`config.mk`:
```
export PLATFORM = sky130hd
export DESIGN_NAME = fetch_line_buffer
export DESIGN_NICKNAME = d
export VERILOG_FILES = /design/src/rtl/fetch_pkg.sv /design/src/rtl/line_word_select.sv /design/src/rtl/fetch_line_buffer.sv
export SDC_FILE = /design/constraint.sdc
export NUM_CORES = 1
export LEC_CHECK = 0
export CAP_MARGIN = 10
export CORE_MARGIN = 2
export CORE_UTILIZATION = 55
export CTS_BUF_LIST = sky130_fd_sc_hd__clkbuf_4 sky130_fd_sc_hd__clkbuf_8
export DETAILED_ROUTE_END_ITERATION = 12
export PLACE_DENSITY = 0.85
export SYNTH_ARGS = -nofsm -noshare
export SYNTH_HDL_FRONTEND = slang
export SYNTH_SLANG_ARGS = --single-unit
```
`constraint.sdc`:
```
create_clock -name clock -period 3.75 [get_ports clock]
set_clock_uncertainty 0.15 [all_clocks]
set_input_delay 0.75 -clock clock [delete_from_list [all_inputs] [get_ports clock]]
set_output_delay 0.75 -clock clock [all_outputs]
set_load 0.1 [all_outputs]
```
`src/rtl/fetch_pkg.sv`:
```
// Shared constants and types for the instruction-side line buffer.
package fetch_pkg;

    localparam int unsigned LINE_BYTES = 16;
    localparam int unsigned WORD_BYTES = 4;
    localparam int unsigned LINE_W     = 8 * LINE_BYTES;
    localparam int unsigned WORD_W     = 8 * WORD_BYTES;
    localparam int unsigned WORD_IDX_W = $clog2(LINE_BYTES / WORD_BYTES);

    // Line tag is the address above the line offset: addr[31:TAG_LSB].
    localparam int unsigned TAG_LSB = $clog2(LINE_BYTES);
    localparam int unsigned TAG_W   = 32 - TAG_LSB;

    typedef enum logic {
        FILL,
        READY
    } fetch_state_t;

endpackage

```
`src/rtl/line_word_select.sv`:
```
// Picks one 32-bit word out of a 128-bit line and restores big-endian byte order.
module line_word_select
    import fetch_pkg::*;
(
    input  logic [LINE_W-1:0]     line_i,
    input  logic [WORD_IDX_W-1:0] word_idx_i,
    output logic [WORD_W-1:0]     word_o
);

    logic [WORD_W-1:0] raw;

    always_comb begin
        raw    = line_i[WORD_W*word_idx_i +: WORD_W];
        // Lowest-addressed byte of the word becomes its most significant byte.
        word_o = {raw[7:0], raw[15:8], raw[23:16], raw[31:24]};
    end

endmodule

```
`src/rtl/fetch_line_buffer.sv`:
```
// One-line instruction fetch buffer: fills a 16-byte line after a fixed memory latency
// and issues 32-bit instructions to decode over valid/ready, with branch redirect.
module fetch_line_buffer
    import fetch_pkg::*;
#(
    parameter logic [31:0] RESET_PC     = 32'h0000_0000,
    parameter int unsigned FILL_LATENCY = 5
) (
    input  logic              clock,
    input  logic              reset_n,
    input  logic [31:0]       pc_in,
    input  logic              pc_load,
    output logic [31:0]       mem_address,
    input  logic [LINE_W-1:0] line_in,
    output logic [31:0]       instr_out,
    output logic [31:0]       instr_pc,
    output logic              instr_valid,
    input  logic              instr_ready
);

    localparam int unsigned CntW    = $clog2(FILL_LATENCY + 1) + 1;
    localparam logic [31:0] ResetPc = {RESET_PC[31:2], 2'b00};

    fetch_state_t      state_q, state_d;
    logic [31:0]       pc_q, pc_d;
    logic [31:0]       mem_address_q, mem_address_d;
    logic [CntW-1:0]   cnt_q, cnt_d;
    logic [LINE_W-1:0] line_q, line_d;
    logic [TAG_W-1:0]  tag_q, tag_d;
    logic              line_valid_q, line_valid_d;

    logic [31:0]       pc_inc;
    logic [WORD_W-1:0] word;
    logic              unused_pc_in_bits;

    assign unused_pc_in_bits = ^pc_in[1:0];

    always_comb begin
        state_d       = state_q;
        pc_d          = pc_q;
        mem_address_d = mem_address_q;
        cnt_d         = cnt_q;
        line_d        = line_q;
        tag_d         = tag_q;
        line_valid_d  = line_valid_q;
        pc_inc        = pc_q + 32'd4;

        if (pc_load) begin
            // Redirect wins over any handshake this cycle.
            pc_d = {pc_in[31:2], 2'b00};
            if (line_valid_q && (pc_in[31:TAG_LSB] == tag_q)) begin
                state_d = READY;
            end else begin
                state_d       = FILL;
                mem_address_d = {pc_in[31:TAG_LSB], {TAG_LSB{1'b0}}};
                cnt_d         = '0;
            end
        end else begin
            unique case (state_q)
                FILL: begin
                    if (cnt_q == CntW'(FILL_LATENCY)) begin
                        line_d       = line_in;
                        tag_d        = pc_q[31:TAG_LSB];
                        line_valid_d = 1'b1;
                        state_d      = READY;
                    end else begin
                        cnt_d = cnt_q + 1'b1;
                    end
                end
                READY: begin
                    if (instr_ready) begin
                        pc_d = pc_inc;
                        if (pc_q[3:2] == 2'b11) begin
                            state_d       = FILL;
                            mem_address_d = {pc_inc[31:TAG_LSB], {TAG_LSB{1'b0}}};
                            cnt_d         = '0;
                        end
                    end
                end
            endcase
        end
    end

    always_ff @(posedge clock or negedge reset_n) begin
        if (!reset_n) begin
            state_q       <= FILL;
            pc_q          <= ResetPc;
            mem_address_q <= {ResetPc[31:TAG_LSB], {TAG_LSB{1'b0}}};
            cnt_q         <= '0;
            line_q        <= '0;
            tag_q         <= '0;
            line_valid_q  <= 1'b0;
        end else begin
            state_q       <= state_d;
            pc_q          <= pc_d;
            mem_address_q <= mem_address_d;
            cnt_q         <= cnt_d;
            line_q        <= line_d;
            tag_q         <= tag_d;
            line_valid_q  <= line_valid_d;
        end
    end

    line_word_select u_word_select (
        .line_i     (line_q),
        .word_idx_i (pc_q[3:2]),
        .word_o     (word)
    );

    assign instr_valid = (state_q == READY);
    assign instr_out   = instr_valid ? word : '0;
    assign instr_pc    = pc_q;
    assign mem_address = mem_address_q;

endmodule

```
==> results of run 1 <==
-- power by group through the flow --
| stage | sequential, mW | combinational [mW] | clock (mW) |
|---|---|---|---|
| after global routing | 3.62 | 2.36 | 2.25 |
| after CTS | 3.54 | 2.24 | 2.15 |
| final | 3.53 | 2.23 | 2.11 |
| after global placement | 3.52 | 2.15 | 0 |
| after floorplan | 3.92 | 1.17 | 0 |
| after detailed placement | 3.56 | 2.23 | 0 |
-- worst max-delay path, cell delays in order, from the launching register on --
cell and delay, ns:
dfrtp_2 0.76, buf_12 0.27, mux4_2 0.53, and2_1 0.21
buf_12 0.17
-- synthesized netlist by cell type, types with 2 or more instances --
cell type  instances
a21oi_1           13
a22o_1             4
and2_1            34
and3_1             9
and4_1             2
buf_2             24
buf_4              9
buf_6              4
clkbuf_1          19
clkbuf_2           2
clkbuf_8           8
dfrtp_1          220
ha_1               3
inv_1              4
mux2_2           171
mux2i_1           14
mux4_2            32
nand2_1           58
nand3_1           17
nand4_1           12
nand4_2            2
nor2_1            28
nor3_1             7
nor4_1             6
o21ai_0           34
o31ai_1            4
or2_2              2
or4_1              2
xnor2_1           30
xor2_1            45
-- cell families (layout without fill, tap and decap cells) --
family	after synthesis	in the layout	synth area share (%)
other cells	1	7	0.0348
compound gates	64	64	3.46
fa+ha+maj	3	3	0.348
xor+xnor	76	76	6.24
simple gates	184	184	8.93
mux	217	217	25.8
flops	220	220	51.0
buf+inv	71	338	4.11
-- worst max path at each step --
stage / slack (ns) / end / cells past startpoint
after floorplan: 0.30 / instr_out[10] / 4
after global routing: 0.24 / instr_out[29] / 4
after global placement: 0.57 / mem_address[5]$_DFFE_PN0P_ / 7
after detailed placement: 0.52 / mem_address[10]$_DFFE_PN0P_ / 7
final: 0.37 / instr_out[0] / 4
after CTS: 0.30 / instr_out[0] / 4
-- sequential cells by signal, indices dropped and copies added (netlist names) --
name / flops
mem_address: 28
instr_valid: 1
instr_pc: 30
line_q: 128
cnt_q: 4
line_valid_q: 1
tag_q: 28
-- cell type report --
cell class / instances / area share, %
flip-flops and latches: 220 / 38.1
multi-input cells: 550 / 33.8
diodes: 1 / 0.0173
well taps: 265 / 2.30
inverters: 5 / 0.130
clock inverters: 3 / 0.121
repair buffers: 272 / 20.7
clock buffers: 58 / 4.83
-- layer usage --
metal  wire length, µm  GRT usage [%]
met5                 0              0
met3              2220           7.95
met1             10200           31.9
met4               724           9.13
met2             13700           44.2
-- per-stage QoR --
| stage | hold slack, ns | area, µm² |
|---|---|---|
| CTS | 0.118 | 14400 |
| finish | 0.0823 | 14400 |
| floorplan | 0.281 | 10800 |
| global placement | 0.297 | 13700 |
| detailed placement | 0.307 | 13700 |
| global route | 0.158 | 14400 |
==> reports/metrics.cfg, run 1 <==
[run_status]
outcome = completed

[clock_network]
cts.sinks = 220
clock_latency_ns = 0.53
postCtsSetupBuffers = 0
cts_tree = yes
cts-htree-levels = 2
ctsResizeCount = 0
cts_buffer_depth = 3
path_clk_slew_ns = 0.06
cts_hold_repair.buffers = 0
cts_root_buffer = clkbuf_8
cts_buffers = 37

[logic_synthesis]
netlist_top_cells_area = dfrtp_1 51%, mux2_2 18%, mux4_2 6.7%
ys_types = 47
synth-edff-count = 0
synth_area_mm2 = 0.0108
netlist_instances = 836
syn_area_per_cell_um2 = 12.9
netlist.area_leader.share_pct = 51.0
async_flop_share_pct = 100
yosys.area.top_type = dfrtp_1
synth_ff_type = dfrtp_1
ys_ff_latch = 220
ys_warn_count = 0
ys_seq_area_share_pct = 51.0

[place]
placed_cells = 1312
pre_cts_ws_ns = 0.524
gp_congestion = 0.826
port-buffer-count = 252
dpl.hpwl_um = 18800

[timing]
final-max-slew-violation-count = 0
worst_slack_ns = 0.373
fmax_ghz = 0.296
rsz0062_at_grt = no
tns_ns = 0
setup_viol = 0
slew_headroom_pct = 24.9
finalHoldViolations = 0
tightest_slew_ns = 1.12
min_period_ns = 3.38
period_share_pct = 90.1

[cells_and_area]
regArea_mm2 = 0.00551
multiInputGateArea_mm2 = 0.00488
area_growth_pct = 33.9
fin_util_pct = 74.7
final_cell_mix = 219 x dfrtp_1, 195 x clkdlybuf4s50_1, 171 x mux2_2
layout_commonest_cell = dfrtp_1
final_nets = 1253
fillers = 1288
finalNonFillerCells = 1374
drive_above_1_share_pct = 31.9

[floorplanning]
die_h_um = 144
core_mm2 = 0.0193
io_pins = 261
die_x_um = 144
rows = 51
start_util_pct = 55.8
dieArea_mm2 = 0.0207

[global_routing]
grt_pass1_vias = 7798
antenna_found_initial = 0
grt_use_total_pct = 26.1
grt_pass1_wl_um = 41400
overflow = 0
grt_max_degree = 106

[route]
wl_per_cell_um = 19.6
ant_nets = 0
vias_per_cell = 5.51
wl_um = 26900
drtPass1Iterations = 5
drc = 0
vias = 7571
drt_iter0_drc = 346

[power]
p_total_mw = 7.87
seqPwrFrac_pct = 44.9
p_sw_share_pct = 31.9
peakVddDrop_mv = 0.358
p_per_area_mw_per_mm2 = 545
p_switching_mw = 2.51
leakage_nw = 6.42
p_int_mw = 5.36
p_clk_share_pct = 26.8
pwr-share-comb_pct = 28.3

[setup_path]
rr_worst_depth = 8
reg2reg_slack_ns = 0.90
crit_required_ns = 2.85
worst_setup_path_start_kind = flop
critPathLaunch = instr_pc[2]$_DFFE_PN0P_
path_max_fanout = 17
r2r_end = instr_pc[16]$_DFFE_PN0P_
path_class = flop to primary output
cp.arrival_ns = 2.48
end_kind = primary output
r2r_start = instr_pc[2]$_DFFE_PN0P_

[hold_path]
min_path_type = input port to async pin

[run]
drv_cap = 0

Power figures use the tool's default switching activity.
==> run 2: changes to the inputs <==
--- a/config.mk
+++ b/config.mk
@@ -5,12 +5,12 @@
 export SDC_FILE = /design/constraint.sdc
 export NUM_CORES = 1
 export LEC_CHECK = 0
-export CAP_MARGIN = 10
 export CORE_MARGIN = 2
 export CORE_UTILIZATION = 55
 export CTS_BUF_LIST = sky130_fd_sc_hd__clkbuf_4 sky130_fd_sc_hd__clkbuf_8
 export DETAILED_ROUTE_END_ITERATION = 12
 export PLACE_DENSITY = 0.85
+export SLEW_MARGIN = 25
 export SYNTH_ARGS = -nofsm -noshare
 export SYNTH_HDL_FRONTEND = slang
 export SYNTH_SLANG_ARGS = --single-unit
==> run 2 against run 1 <==
Compared with the run above:
- flip-flop and latch count is the same
- routed wire length is essentially flat
- sequential power is essentially flat
- hold slack is essentially flat
- clock power is essentially flat
==> reports/metrics.cfg, run 2 (synthesis results as in run 1) <==
[route]
vias = 7572  ; was 7571
vias_per_cell = 5.51  ; about the same
ant_nets = 0  ; unchanged
drc = 0  ; unchanged
drt_iter0_drc = 346  ; unchanged
wl_per_cell_um = 19.6  ; about the same
wl_um = 26900  ; about the same
drtPass1Iterations = 5  ; unchanged

[power]
p_total_mw = 7.87  ; about the same
p_per_area_mw_per_mm2 = 545  ; about the same
peakVddDrop_mv = 0.358  ; unchanged
leakage_nw = 6.42  ; about the same

[setup_path]
path_cells = buf_12 -> mux4_2 -> and2_1 -> buf_12  ; unchanged
cp.arrival_ns = 2.48  ; about the same
cp_slowest_stage_delay_ns = 0.76  ; about the same
cpLargestDelayFamily = flip-flops  ; unchanged
worst_setup_path_start_kind = flop  ; unchanged
path_max_fanout = 17  ; unchanged
path_class = flop to primary output  ; unchanged
end_kind = primary output  ; unchanged
critPathLaunch = instr_pc[2]$_DFFE_PN0P_  ; unchanged
r2r_start = instr_pc[2]$_DFFE_PN0P_  ; unchanged
crit_buf_inv = 2  ; unchanged
crit_top_cell = buf_12  ; unchanged
cpMaxStageDelayCell = dfrtp_2  ; unchanged
crit_required_ns = 2.85  ; about the same

[place]
port-buffer-count = 252  ; unchanged
place_area_mm2 = 0.0137  ; unchanged
dpl.hpwl_um = 18800  ; unchanged
pre_cts_ws_ns = 0.524  ; unchanged
placed_cells = 1312  ; unchanged
gp_congestion = 0.826  ; unchanged

[timing]
tightest_slew_ns = 1.02  ; was 1.12 ns
finalHoldViolations = 0  ; unchanged
final-max-slew-violation-count = 0  ; unchanged
fmax_ghz = 0.296  ; about the same
tns_ns = 0  ; unchanged
worst_slack_ns = 0.372  ; was 0.373 ns
rsz0062_at_grt = no  ; unchanged
setup_viol = 0  ; unchanged
min_period_ns = 3.38  ; about the same
fin_hold_ws_ns = 0.0823  ; about the same
period_share_pct = 90.1  ; about the same
slew_headroom_pct = 31.6  ; was 24.9%

[clock_network]
cts.sinks = 220  ; unchanged
postCtsSetupBuffers = 0  ; unchanged
path_clk_slew_ns = 0.06  ; about the same
ctsResizeCount = 0  ; unchanged
cts_hold_repair.buffers = 0  ; unchanged
cts_buffer_depth = 3  ; unchanged
cts_root_buffer = clkbuf_8  ; unchanged
cts_tree = yes  ; unchanged
clock_latency_ns = 0.53  ; about the same
cts_buffers = 37  ; unchanged
cts-htree-levels = 2  ; unchanged

[global_routing]
use_met2_pct = 44.2  ; unchanged
grt_pass1_vias = 7798  ; unchanged
grt_max_degree = 106  ; unchanged
overflow = 0  ; unchanged
grt.met3_usage_pct = 7.95  ; unchanged
grt_pass1_wl_um = 41400  ; unchanged
grtUsageMet1_pct = 31.9  ; unchanged
grt_busiest_layer = met2  ; unchanged
grt_use_total_pct = 26.1  ; unchanged
antenna_found_initial = 0  ; unchanged

[floorplanning]
rows = 51  ; unchanged
die_h_um = 144  ; unchanged
start_util_pct = 55.8  ; unchanged
core_mm2 = 0.0193  ; unchanged
dieArea_mm2 = 0.0207  ; unchanged
die_x_um = 144  ; unchanged
io_pins = 261  ; unchanged

[cells_and_area]
final_nets = 1253  ; unchanged
regMostFlops = line_q  ; unchanged
layout_commonest_cell = dfrtp_1  ; unchanged
final_cell_area_mm2 = 0.0144  ; about the same
fin_util_pct = 74.7  ; about the same
drive_above_1_share_pct = 31.9  ; about the same
finalNonFillerCells = 1374  ; unchanged
final_cell_mix = 219 x dfrtp_1, 195 x clkdlybuf4s50_1, 171 x mux2_2  ; unchanged
regArea_mm2 = 0.00551  ; unchanged
multiInputGateArea_mm2 = 0.00488  ; about the same
area_growth_pct = 33.9  ; about the same
largest_reg_flops = 128  ; unchanged
fillers = 1287  ; was 1288

[hold_path]
min_path_type = input port to async pin  ; unchanged

[run]
drv_cap = 0  ; unchanged

[run_status]
outcome = completed  ; unchanged

[run 2: cell type report]
class                   count  area share [%]
multi-input cells         550            33.8
clock buffers              58            4.83
clock inverters             3           0.121
flip-flops and latches    220            38.1
well taps                 265            2.30
repair buffers            272            20.7
inverters                   5           0.130
diodes                      1          0.0173
[run 2: final timing paths]
path,endpoint,slack [ns],cells after the start
min,instr_pc[17]$_DFFE_PN0P_,0.08,1
min in group clock,mem_address[23]$_DFFE_PN0P_,0.32,2
max in group asynchronous,line_q[3]$_DFFE_PN0P_,2.49,2
max,instr_out[0],0.37,4
max reg2reg,instr_pc[23]$_DFFE_PN0P_,0.91,6
min reg2reg,mem_address[23]$_DFFE_PN0P_,0.32,2
[run 2: per-layer routing]
metal  part of all wire [%]  vias up  wire, µm
li1                       -     3446         -
met1                     38     3791     10200
met2                     51      278     13700
met3                    8.2       57      2200
met4                    2.7        0       724
met5                      0        -         0
[run 2: power breakdown]
group | switching, mW | leakage [nW] | internal (mW)
clock network | 0.939 | 0.384 | 1.17
logic | 1.12 | 3.18 | 1.11
registers | 0.456 | 2.85 | 3.08
total | 2.51 | 6.42 | 5.36
==> run 3: changes to the inputs <==
--- a/config.mk
+++ b/config.mk
@@ -9,7 +9,9 @@
 export CORE_UTILIZATION = 55
 export CTS_BUF_LIST = sky130_fd_sc_hd__clkbuf_4 sky130_fd_sc_hd__clkbuf_8
 export DETAILED_ROUTE_END_ITERATION = 12
+export GPL_TIMING_DRIVEN = 0
 export PLACE_DENSITY = 0.85
+export SKIP_CTS_REPAIR_TIMING = 1
 export SLEW_MARGIN = 25
 export SYNTH_ARGS = -nofsm -noshare
 export SYNTH_HDL_FRONTEND = slang
==> run 3 against run 2 <==
Compared with the run above:
- the flow now finishes with violations (hold timing)
- register-to-register slack improved by 0.14 ns
- global-route usage rose by 3.9 points
- first-iteration DRC count up 38%
- sequential power about the same
- hold slack got worse by 0.087 ns
- maximum frequency is 7.7% lower
- cell count rose by 3.6%
==> reports/metrics.cfg, run 3 (synthesis results as in run 1) <==
[run_status]
outcome = complete, but fails checks  ; was completed
violations = hold timing

[place]
gp_congestion = 0.872  ; was 0.826
placed_cells = 1360  ; was 1312
port-buffer-count = 252  ; unchanged
dpl.hpwl_um = 22400  ; was 18800 µm

[route]
drt_iter0_drc = 479  ; was 346
ant_nets = 0  ; unchanged
vias_per_cell = 5.65  ; was 5.51
wl_um = 30600  ; was 26900 µm
drtPass1Iterations = 4  ; was 5
vias = 8052  ; was 7572
drc = 0  ; unchanged
wl_per_cell_um = 21.5  ; was 19.6 µm

[clock_network]
path_clk_slew_ns = 0.06  ; about the same
cts_root_buffer = clkbuf_8  ; unchanged
cts_tree = yes  ; unchanged
cts_buffers = 38  ; was 37
clock_latency_ns = 0.53  ; about the same
cts.sinks = 220  ; unchanged
cts-htree-levels = 2  ; unchanged
cts_buffer_depth = 3  ; unchanged

[timing]
finalHoldViolations = 2  ; was 0
min_period_ns = 3.66  ; was 3.38 ns
slew_headroom_pct = 29.0  ; was 31.6%
final-max-slew-violation-count = 0  ; unchanged
tightest_slew_ns = 1.06  ; was 1.02 ns
setup_viol = 0  ; unchanged
fmax_ghz = 0.273  ; was 0.296 GHz
period_share_pct = 97.6  ; was 90.1%
tns_ns = 0  ; unchanged
fin_hold_ws_ns = -0.00444  ; was 0.0823 ns

[setup_path]
reg2reg_slack_ns = 1.05  ; was 0.91 ns
path_max_fanout = 10  ; was 17
critPathLaunch = instr_valid$_DFF_PN0_  ; was instr_pc[2]$_DFFE_PN0P_
end_kind = primary output  ; unchanged
worst_setup_path_start_kind = flop  ; unchanged
crit_required_ns = 2.85  ; about the same
rr_worst_depth = 6  ; unchanged
cp.arrival_ns = 2.76  ; was 2.48 ns
r2r_start = instr_valid$_DFF_PN0_  ; was instr_pc[2]$_DFFE_PN0P_
endpoint = instr_out[0]  ; unchanged
r2r_end = line_q[3]$_DFFE_PN0P_  ; was instr_pc[23]$_DFFE_PN0P_
path_class = flop to primary output  ; unchanged

[hold_path]
min_path_type = input port to async pin  ; unchanged

[cells_and_area]
regMostFlops = line_q  ; unchanged
largest_reg_flops = 128  ; unchanged
drive_above_1_share_pct = 30.6  ; was 31.9%
fillers = 1279  ; was 1287
final_nets = 1302  ; was 1253
finalNonFillerCells = 1424  ; was 1374
diodes = 0  ; was 1
area_growth_pct = 33.2  ; was 33.9%
final_cell_mix = 220 x dfrtp_1, 220 x clkdlybuf4s50_1, 171 x mux2_2  ; was 219 x dfrtp_1, 195 x clkdlybuf4s50_1, 171 x mux2_2

[floorplanning]
start_util_pct = 55.8  ; unchanged
dieArea_mm2 = 0.0207  ; unchanged
io_pins = 261  ; unchanged
rows = 51  ; unchanged
die_x_um = 144  ; unchanged
die_h_um = 144  ; unchanged
core_mm2 = 0.0193  ; unchanged

[global_routing]
grt_pass1_vias = 8453  ; was 7798
grt_max_degree = 80  ; was 106
antenna_found_initial = 1  ; was 0
overflow = 0  ; unchanged
grt_pass1_wl_um = 46500  ; was 41400 µm
grt_use_total_pct = 30.0  ; was 26.1%

[power]
peakVddDrop_mv = 0.449  ; was 0.358 mV
p_per_area_mw_per_mm2 = 563  ; was 545 mW/mm²
leakage_nw = 6.53  ; was 6.42 nW

[run]
drv_cap = 0  ; unchanged

[run 3: changes by cell type in the layout (fill, tap and decap cells not counted), sizes merged]
| cell | delta |
|---|---|
| clkinvlp | -1 |
| diode | -1 |
| buf | -37 |
| clkdlybuf4s50 | +25 |
| dlymetal6s2s | +1 |
| clkbuf | +63 |
| inv | -1 |
| clkinv | +1 |
[run 3: how the worst min path moves through the flow]
stage	start	to	slack, ns	cells past startpoint
floorplan	line_valid_q$_DFFE_PN0P_	line_valid_q$_DFFE_PN0P_	0.28	1
global placement	mem_address[18]$_DFFE_PN0P_	mem_address[18]$_DFFE_PN0P_	0.31	2
detailed placement	mem_address[27]$_DFFE_PN0P_	mem_address[27]$_DFFE_PN0P_	0.32	2
CTS	reset_n	mem_address[23]$_DFFE_PN0P_	0.02	1
global route	reset_n	mem_address[17]$_DFFE_PN0P_	0.02	1
finish	reset_n	mem_address[23]$_DFFE_PN0P_	-0.004	1
[run 3: worst max-delay path, stage by stage (launching register included)]
cell	delay [ns]
dfrtp_1	0.39
clkbuf_1	0.47
and2_1	0.21
clkdlybuf4s50_1	1.16
[run 3: layout make-up]
cell class | instances | area, µm² | area share, %
inverters | 5 | 18.8 | 0.131
plain buffers | 66 | 424 | 2.95
repair buffers | 254 | 2430 | 16.9
clock buffers | 62 | 785 | 5.46
well taps | 265 | 332 | 2.31
flip-flops and latches | 220 | 5510 | 38.3
clock inverters | 2 | 10.0 | 0.0697
multi-input cells | 550 | 4860 | 33.8
[run 3: stage by stage]
| stage | hold slack (ns) | instance area, µm² | power [mW] | worst slack, ns | util [%] |
|---|---|---|---|---|---|
| 2_1_floorplan | 0.281 | 10800 | 5.10 | 0.299 | - |
| 3_5_place_dp | 0.321 | 13700 | 5.85 | 0.0324 | 71.0 |
| 6_report | -0.00444 | 14400 | 8.09 | 0.0891 | 74.3 |
| 4_1_cts | 0.0199 | 14500 | 8.12 | -0.533 | 75.1 |
| 3_3_place_gp | 0.311 | 13700 | 5.72 | -7.58 | 70.6 |
| 5_1_grt | 0.0236 | 14400 | 8.46 | -0.00912 | 74.3 |
[run 3: metal layers]
| metal | vias to the layer above | GRT usage (%) | wire, µm |
|---|---|---|---|
| met5 | - | 0 | 13 |
| met4 | 2 | 12.6 | 1160 |
| met3 | 84 | 9.93 | 2980 |
| met2 | 381 | 49.7 | 15000 |
| met1 | 4034 | 36.0 | 11400 |
| li1 | 3551 | - | - |
[run 3: power breakdown]
group          internal (mW)  switching (mW)
registers               3.08           0.446
clock network           1.31           0.946
logic                   1.13            1.18
